File: src/rtl/glb_pkg.sv
// Shared constants and types for the global-buffer arbiter slice.
package glb_pkg;

    localparam int GLB_P_WEIGHT = 0;
    localparam int GLB_P_IFMAP  = 1;
    localparam int GLB_P_IPSUM  = 2;
    localparam int GLB_P_BIAS   = 3;
    localparam int GLB_P_OPSUM  = 4;

    localparam int GLB_WORD_AW  = 14;

    typedef enum logic {
        IDLE   = 1'b0,
        LOCKED = 1'b1
    } arb_state_e;

endpackage

File: src/rtl/rr_pick.sv
// Combinational round-robin priority finder: first set request at or above ptr, wrapping.
module rr_pick #(
    parameter  int NUM_PORT = 5,
    localparam int IW       = (NUM_PORT > 1) ? $clog2(NUM_PORT) : 1
) (
    input  logic [NUM_PORT-1:0] req,
    input  logic [IW-1:0]       ptr,
    output logic [NUM_PORT-1:0] gnt,
    output logic [IW-1:0]       idx,
    output logic                found
);

    logic [IW:0]   sum;
    logic [IW-1:0] cand;

    always_comb begin
        gnt   = '0;
        idx   = '0;
        found = 1'b0;
        sum   = '0;
        cand  = '0;
        for (int i = 0; i < NUM_PORT; i++) begin
            sum = {1'b0, ptr} + (IW+1)'(i);
            if (sum >= (IW+1)'(NUM_PORT)) begin
                sum = sum - (IW+1)'(NUM_PORT);
            end
            cand = sum[IW-1:0];
            if (!found && req[cand]) begin
                found     = 1'b1;
                gnt[cand] = 1'b1;
                idx       = cand;
            end
        end
    end

endmodule

File: src/rtl/glb_arbiter.sv
// Round-robin GLB SRAM arbiter with burst lock and tagged 1-cycle read return.
// Optional performance counters are compiled in with `define GLB_ARB_PERF_EN.
module glb_arbiter
    import glb_pkg::*;
#(
    parameter  int NUM_PORT = 5,
    parameter  int ADDR_W   = 32,
    parameter  int DATA_W   = 32,
    localparam int IW       = (NUM_PORT > 1) ? $clog2(NUM_PORT) : 1
) (
    input  logic                             clk,
    input  logic                             rst_n,
    input  logic [NUM_PORT-1:0]              req_i,
    input  logic [NUM_PORT-1:0]              we_i,
    input  logic [NUM_PORT-1:0]              lock_i,
    input  logic [NUM_PORT-1:0][ADDR_W-1:0]  addr_i,
    input  logic [NUM_PORT-1:0][3:0]         wstrb_i,
    input  logic [NUM_PORT-1:0][DATA_W-1:0]  wdata_i,
    output logic [NUM_PORT-1:0]              gnt_o,
    output logic [NUM_PORT-1:0]              rvalid_o,
    output logic [DATA_W-1:0]                rdata_o,
    output logic [3:0]                       sram_web_o,
    output logic [GLB_WORD_AW-1:0]           sram_addr_o,
    output logic [DATA_W-1:0]                sram_wdata_o,
    input  logic [DATA_W-1:0]                sram_rdata_i
`ifdef GLB_ARB_PERF_EN
    ,
    input  logic                             perf_clr_i,
    output logic [NUM_PORT-1:0][31:0]        perf_gnt_cnt_o,
    output logic [31:0]                      perf_wait_cnt_o
`endif
);

    arb_state_e            state_q;
    logic [IW-1:0]         rr_ptr_q;
    logic [IW-1:0]         owner_q;
    logic                  pend_v;
    logic [IW-1:0]         pend_id;
    logic [GLB_WORD_AW-1:0] addr_q;
    logic [DATA_W-1:0]     wdata_q;

    logic [NUM_PORT-1:0]   pick_gnt;
    logic [IW-1:0]         pick_idx;
    logic                  pick_found;

    logic [NUM_PORT-1:0]   gnt;
    logic [IW-1:0]         win;
    logic                  beat;

    function automatic logic [IW-1:0] next_ptr(input logic [IW-1:0] p);
        return (p == IW'(NUM_PORT-1)) ? '0 : p + 1'b1;
    endfunction

    rr_pick #(
        .NUM_PORT (NUM_PORT)
    ) u_rr_pick (
        .req   (req_i),
        .ptr   (rr_ptr_q),
        .gnt   (pick_gnt),
        .idx   (pick_idx),
        .found (pick_found)
    );

    // Grant decode: zero-cycle, forced off while reset is held.
    always_comb begin
        gnt  = '0;
        win  = '0;
        beat = 1'b0;
        if (rst_n) begin
            if (state_q == IDLE) begin
                gnt  = pick_gnt;
                win  = pick_idx;
                beat = pick_found;
            end else if (req_i[owner_q]) begin
                gnt[owner_q] = 1'b1;
                win          = owner_q;
                beat         = 1'b1;
            end
        end
    end

    assign gnt_o        = gnt;
    assign sram_addr_o  = beat ? addr_i[win][2 +: GLB_WORD_AW] : addr_q;
    assign sram_wdata_o = beat ? wdata_i[win] : wdata_q;
    assign sram_web_o   = (beat && we_i[win]) ? ~wstrb_i[win] : 4'hF;

    // Read return stage: SRAM data lands one cycle after the read beat.
    assign rvalid_o = pend_v ? (NUM_PORT'(1) << pend_id) : '0;
    assign rdata_o  = pend_v ? sram_rdata_i : '0;

    always_ff @(posedge clk or negedge rst_n) begin
        if (!rst_n) begin
            state_q  <= IDLE;
            rr_ptr_q <= '0;
            owner_q  <= '0;
            pend_v   <= 1'b0;
            pend_id  <= '0;
            addr_q   <= '0;
            wdata_q  <= '0;
        end else begin
            pend_v <= beat && !we_i[win];
            if (beat) begin
                pend_id <= win;
                addr_q  <= sram_addr_o;
                wdata_q <= sram_wdata_o;
            end
            case (state_q)
                IDLE: begin
                    if (beat) begin
                        if (lock_i[win]) begin
                            owner_q <= win;
                            state_q <= LOCKED;
                        end else begin
                            rr_ptr_q <= next_ptr(win);
                        end
                    end
                end
                LOCKED: begin
                    if (beat && !lock_i[win]) begin
                        state_q  <= IDLE;
                        rr_ptr_q <= next_ptr(owner_q);
                    end
                end
                default: state_q <= IDLE;
            endcase
        end
    end

`ifdef GLB_ARB_PERF_EN
    function automatic logic [31:0] sat_inc(input logic [31:0] v);
        return (v == 32'hFFFF_FFFF) ? v : v + 32'd1;
    endfunction

    logic [NUM_PORT-1:0][31:0] gnt_cnt_q;
    logic [31:0]               wait_cnt_q;

    // Clear wins over increment in the same cycle.
    always_ff @(posedge clk or negedge rst_n) begin
        if (!rst_n) begin
            gnt_cnt_q  <= '0;
            wait_cnt_q <= '0;
        end else if (perf_clr_i) begin
            gnt_cnt_q  <= '0;
            wait_cnt_q <= '0;
        end else begin
            for (int p = 0; p < NUM_PORT; p++) begin
                if (gnt[p]) begin
                    gnt_cnt_q[p] <= sat_inc(gnt_cnt_q[p]);
                end
            end
            if (|(req_i & ~gnt)) begin
                wait_cnt_q <= sat_inc(wait_cnt_q);
            end
        end
    end

    assign perf_gnt_cnt_o  = gnt_cnt_q;
    assign perf_wait_cnt_o = wait_cnt_q;
`endif

endmodule

File: config.mk
export PLATFORM = sky130hd
export DESIGN_NAME = glb_arbiter
export DESIGN_NICKNAME = d
export VERILOG_FILES = /design/src/rtl/glb_pkg.sv /design/src/rtl/rr_pick.sv /design/src/rtl/glb_arbiter.sv
export SDC_FILE = /design/constraint.sdc
export NUM_CORES = 1
export LEC_CHECK = 0
export BUFFER_PORTS_ARGS = -buffer_cell sky130_fd_sc_hd__buf_2
export CAP_MARGIN = 5
export CORE_AREA = 4 4 185 187
export CTS_CLUSTER_SIZE = 40
export DETAILED_ROUTE_END_ITERATION = 10
export DIE_AREA = 0 0 189 191
export SETUP_SLACK_MARGIN = 0.4
export SYNTH_ARGS = -nofsm -noshare
export SYNTH_HDL_FRONTEND = slang
export SYNTH_SLANG_ARGS = --single-unit
File: constraint.sdc
create_clock -name clk -period 7.3 [get_ports clk]
set_input_delay 1.46 -clock clk [delete_from_list [all_inputs] [get_ports clk]]
set_output_delay 1.46 -clock clk [all_outputs]
set_load 0.005 [all_outputs]
# Yosys cells after proc, flatten, opt, wreduce, memory -nomap -nowiden
# Index checks and enable logic that the tools add are counted.
# word_totals
input_bits,389
register_bits,57
elab_cells,147
output_inout_bits,92
# classes
eq_ne,5
reduce_logical,21
order_cmp,18
n_addsub,11
n_bitwise,6
n_mux,78
shift,1
# ops
op,n
32-bit binary-select mux with 3-bit select,2
32-bit two-way mux,3
3-bit two-way mux,18
5-bit two-way mux,9
"3-bit by 4-bit less-than comparator with 1-bit output, second input constant",7
1-bit two-way mux,25
1-bit binary-select mux with 3-bit select,8
5-bit OR,4
1-bit demux with 3-bit select,6
"3-bit by 1-bit >= comparator with 1-bit output, second input constant",6
"4-bit by 3-bit >= comparator with 1-bit output, second input constant",4
16-bit two-way mux,1
"3-bit subtractor, second input constant",5
14-bit two-way mux,1
1-bit logical AND,13
4-bit binary-select mux with 3-bit select,1
"3-bit by 2-bit adder with 4-bit output, second input constant",2
4-bit two-way mux,2
"3-bit by 1-bit adder with 3-bit output, second input constant",2
"3-bit equality test, second input constant",2
1-bit zero test,6
3-bit case mux with 2 select lines,1
3-bit AND reduction,2
"1-bit by 3-bit left shift with 5-bit output, first input constant",1
other kinds (8),9

# Longest topological paths before layout
# depth
ltp_word,25
ltp_mapped,21
depth_no_buf,17

# By module
# A second synthesis with hierarchy kept.
# hier_totals
cells_unflattened,838
area_unflattened_um2,6560.0
# by_module_without_submodules
mod,seq_area_each_um2,instances,area_each_um2,cells_per_inst
glb_arbiter,1426.4,1,5286.3,654
rr_pick,0.0,1,1273.7,184

# Worst setup path after synthesis
# No wires, ideal clock.
# synth_timing
path_kind,input to output
startpoint,input port req_i[1]
endpoint,output port sram_wdata_o[0]
t_arrival_ns,4.342
t_required_ns,5.840
n_path_buf,3
path_slack_ns,1.498
stages,13
cell_sequence,clkbuf_1 > mux2i_1 > mux4_2 > a2bb2oi_2 > nand2b_1 > or3_4 > a211oi_4 > and2_1 > buf_6 > buf_4 > mux2i_1 > mux2i_1 > a221o_1
# synth_between
elab_chain_len,20
word_cells_on_any_way,39
classes_between,mux: 31; reduce/logical: 8
# synth_rtl
element,line_no,rtl
from (decl),glb_arbiter.sv:13,"input logic [NUM_PORT-1:0] req_i,"
1-bit binary-select mux with 3-bit select,rr_pick.sv:28,if (!found && req[cand]) begin
1-bit two-way mux (implied by the code),rr_pick.sv:28,
1-bit two-way mux,rr_pick.sv:28,
1-bit zero test,rr_pick.sv:28,
1-bit logical AND,rr_pick.sv:28,
1-bit two-way mux,rr_pick.sv:28,
1-bit zero test,rr_pick.sv:28,
1-bit logical AND,rr_pick.sv:28,
[5 not listed],--,
1-bit logical AND,rr_pick.sv:28,
3-bit two-way mux,rr_pick.sv:28,
3-bit two-way mux *,glb_arbiter.sv:70,if (state_q == IDLE) begin
3-bit two-way mux *,glb_arbiter.sv:69,if (rst_n) begin
via win[0],glb_arbiter.sv:47,logic [IW-1:0] win;
32-bit binary-select mux with 3-bit select *,glb_arbiter.sv:84,assign sram_wdata_o = beat ? wdata_i[win] : wdata_q;
32-bit two-way mux (implied by the code) *,glb_arbiter.sv:84,
32-bit two-way mux *,glb_arbiter.sv:84,
to (decl),glb_arbiter.sv:24,"output logic [DATA_W-1:0] sram_wdata_o,"
# Mark *: on every way through the listed nets, which the timed path passes. The rest lies on a longest branch. The select of a mux whose other input is x is not followed.

# Worst setup path in the final report
# layout_timing
startpoint,register rr_ptr_q[0]
endpoint,output port sram_wdata_o[27]
# layout_between
elab_chain_len,22
word_cells_on_any_way,54
classes_between,add/sub: 9; order compare: 5; mux: 32; reduce/logical: 8
# layout_rtl
element,line_no,rtl
from (decl),glb_arbiter.sv:35,logic [IW-1:0] rr_ptr_q;
from (signal assigned),glb_arbiter.sv:114,rr_ptr_q <= next_ptr(win);
from (signal assigned),glb_arbiter.sv:121,rr_ptr_q <= next_ptr(owner_q);
"parallel branches: the longest is 21 deep, another holds 3-bit by 1-bit adder with 4-bit output",--,
32-bit two-way mux *,glb_arbiter.sv:84,
# Mark *: on every way between the ends. The select of a mux whose other input is x is not followed.

==> summary.txt <==
STA
  – Fin. Hold Viols: 0
  – Fin crit share: 88.2%
  – Hold WS: 514 ps
  – Worst relative slew slack: 47.3%
  – Skew final: 16.1 ps
  – Slew Viols, Final: 0
  – Minimum clock period: 6440 ps
  – RSZ-0062 raised after global routing: no
  – Final setup viols: 0
  – Final setup margin: 861 ps
  – Worst-margin pin slew: 789 ps
  – Setup total negative slack: 0 ps
  – Fmax: 0.155 GHz

Layout
  – Register area: 0.00143 mm2
  – Finished Cell Area: 0.00965 mm2
  – Final #Nets: 1,511
  – Area Growth Syn to Fin: 41.2%
  – Footprint of the multi-input gates: 0.00500 mm2
  – Layout cells sized above 1: 43.1%
  – Fillcell total: 3,452

Global routing
  – Initial antenna violation count: 7
  – Vias in the first global route: 7,552
  – Met3 usage: 3.23%
  – Pin count of the biggest net entering global routing: 59
  – Met2 usage: 25.6%
  – GR peak layer: met2
  – First-pass GRT wire length: 42,300 um
  – Met1 track demand over resource: 18.3%
  – Total gr overflow: 0
  – GRT Total Usage: 14.8%

Placed design
  – Port bufs: 390
  – Placement Cell Area: 0.00918 mm2
  – DPL Wire Length: 22,100 um
  – Place WS: 719 ps
  – Placer congestion estimate: 0.877

Yosys
  – Post-Syn Area: 0.00684 mm2
  – Area share of the largest cell type after synthesis: 23.7%
  – Ys Warns: 0
  – Top_reg_cell synth: dfrtp_1
  – Asr flop ratio synth: 100%
  – Yosys top cell by area: mux2i_1
  – Netlist cell types: 76
  – Most frequent cell after synthesis: mux2i_1
  – Post-synth EDFFs: 0
  – Top post-synthesis cells by area: mux2i_1 (24%), dfrtp_1 (21%), a221o_1 (14%), and2_1 (7.8%), ha_1 (2.4%)
  – Synthesized area per cell: 9.24 um2
  – Synthesized Nets: 1,143
  – Cells after synthesis: 740
  – Sequential area share after synthesis: 20.9%
  – Number of synthesized register bits: 57
  – Post-synth top cells: mux2i_1 (162), a221o_1 (93), and2_1 (85)

Clock tree
  – TritonCTS clock tree: yes
  – H-tree Lvls: 3
  – Hold-fix buffers, CTS: 0
  – Clock Latency Late Sink: 340 ps
  – CTS sink count: 57
  – TritonCTS Buffers: 9
  – Clock root buffer: clkbuf_16
  – Clock transition at the registers of the reported paths: 50 ps
  – Worst-case clock buffer depth: 2

Worst setup path
  – Worst reg2reg endpoint: rr_ptr_q[2]
  – Worst r2r path cells: 16
  – Worst r2r src: rr_ptr_q[0]
  – Worst Path Required: 5840 ps
  – Startpoint class of the critical path: register
  – Crit path DAT: 4980 ps
  – Worst setup path class: register to primary output
  – Critical Path Sink Type: primary output
  – Crit-path max FO: 12
  – Setup slack, reg-to-reg: 2590 ps

Detailed routing
  – Post-DRT Antenna Nets: 0
  – Vias/cell: 4.89
  – Final wirelength: 28,800 um
  – Drt pass-1 iters: 5
  – DR WL/cell: 18.4 um
  – DRC violations left: 0
  – DRT iter0 DRCs: 387
  – Routed vias: 7,623

Status
  – Status: finished clean

Floorplanning
  – Die Wd: 189 um
  – Row cnt: 66
  – I/O pin count: 481
  – Core area: 0.0325 mm2
  – Starting Density: 21.1%
  – Die Y: 191 um
  – Die area: 0.0361 mm2

Run
  – Max Cap Viol: 0

Power and ir drop
  – PD cells: 515 mW/mm2
  – Max IR drop VDD: 0.191 mV
  – P_leak: 4.59 nW

Worst hold path
  – Hold depth: 1
  – Min-Delay Endpoint: addr_q[7]
  – Hold Path Class: register to register
  – Hold_sp: addr_q[7]
## state kept, by name (all words and copies together), names as in the netlist, named ones only
| name | cells |
|---|---|
| wdata_q | 32 |
| addr_q | 14 |
| owner_q | 3 |
| pend_id | 3 |
| rr_ptr_q | 3 |
| pend_v | 1 |
## final cells by class
| cell class | count | area share [%] |
|---|---|---|
| well taps | 442 | 5.73 |
| multi-input cells | 601 | 51.8 |
| repair buffers | 421 | 23.4 |
| inverters | 18 | 0.700 |
| flip-flops and latches | 57 | 14.8 |
| clock inverters | 7 | 1.06 |
| diodes | 5 | 0.130 |
| clock buffers | 9 | 2.33 |
## metrics by stage
stage / utilization (%) / total power, mW / instances
after CTS: 29.3 / 4.91 / 1544
final: 29.7 / 4.97 / 1560
after global placement: 28.3 / 4.34 / 1527
after floorplan: - / 3.36 / 740
after global routing: 29.7 / 5.40 / 1559
after detailed placement: 28.3 / 4.39 / 1527
## metal layers
metal | share of wire, % | up-vias
met4 | 2.4 | 4
met1 | 41 | 3640
met2 | 50 | 319
met5 | 0.12 | -
li1 | - | 3624
met3 | 6.9 | 36
## timing repair
item                       4_1_cts  5_1_grt
setup buffers                    0       10
pin swaps                        1        1
resized for setup                0        5
setup endpoints to repair        9       50
gates cloned                     1        1
## power breakdown
group	leakage [nW]	internal (mW)	switching, mW
Clock	0.156	0.302	0.171
Sequential	0.696	0.478	0.129
Combinational	3.74	1.79	2.10
## layout by cell type (no fill, tap or decap), types with 3 or more instances in the layout
cell and instances:
o31ai_1 3, and3_1 4, and2_1 83, clkinv_4 3, nand2_1 35, nand3_1 8
diode_2 5, mux2_2 4, nor2b_1 5, and4_1 3, a221oi_2 4, dfrtp_1 57
nand2b_1 13, ha_1 13, o221ai_1 5, xnor2_1 4, a211o_1 3, nor3_1 17
inv_1 14, a21o_1 3, a211oi_1 5, a21oi_1 14, buf_4 24, buf_2 390
buf_12 6, mux2i_1 162, a221oi_1 4, nor2_1 22, inv_2 3, clkbuf_16 9
o22ai_1 6, a311oi_1 3, o21ai_0 16, a221o_1 93, or2_2 4, nor3b_1 4
## how the worst max path moves through the flow
stage | slack, ps | depth (start not counted) | end | startpoint
2_1_floorplan | 1500 | 13 | sram_wdata_o[0] | req_i[1]
3_3_place_gp | 710 | 13 | sram_wdata_o[24] | req_i[1]
3_5_place_dp | 720 | 13 | sram_wdata_o[24] | req_i[1]
4_1_cts | 500 | 17 | sram_wdata_o[24] | rr_ptr_q[0]
5_1_grt | 470 | 17 | sram_web_o[0] | rr_ptr_q[0]
6_report | 860 | 18 | sram_wdata_o[27] | rr_ptr_q[0]
## logic make-up after synthesis
family | Yosys count | synth area share, %
AOI/OAI and AO/OA | 190 | 24.8
DFF | 57 | 20.9
and+or+nand+nor | 221 | 19.0
muxes | 169 | 25.1
buffers and inverters | 84 | 6.83
xor gates and xnor gates | 5 | 0.750
adders and majority gates | 14 | 2.67
## worst max-delay path, cell delays in order (launching register included)
cell and delay [ps]:
dfrtp_1 380, inv_2 240, ha_1 200, inv_1 60, fa_1 500, a21oi_4 290, a21oi_1 90, nor3b_1 380
a31oi_2 140, nand2b_1 260, or3_4 390, a211oi_4 220, and2_4 240, buf_12 160, buf_4 230, mux2i_1 240
mux2i_1 150, a221o_1 340, buf_2 130
(Power assumes the default switching activity.)
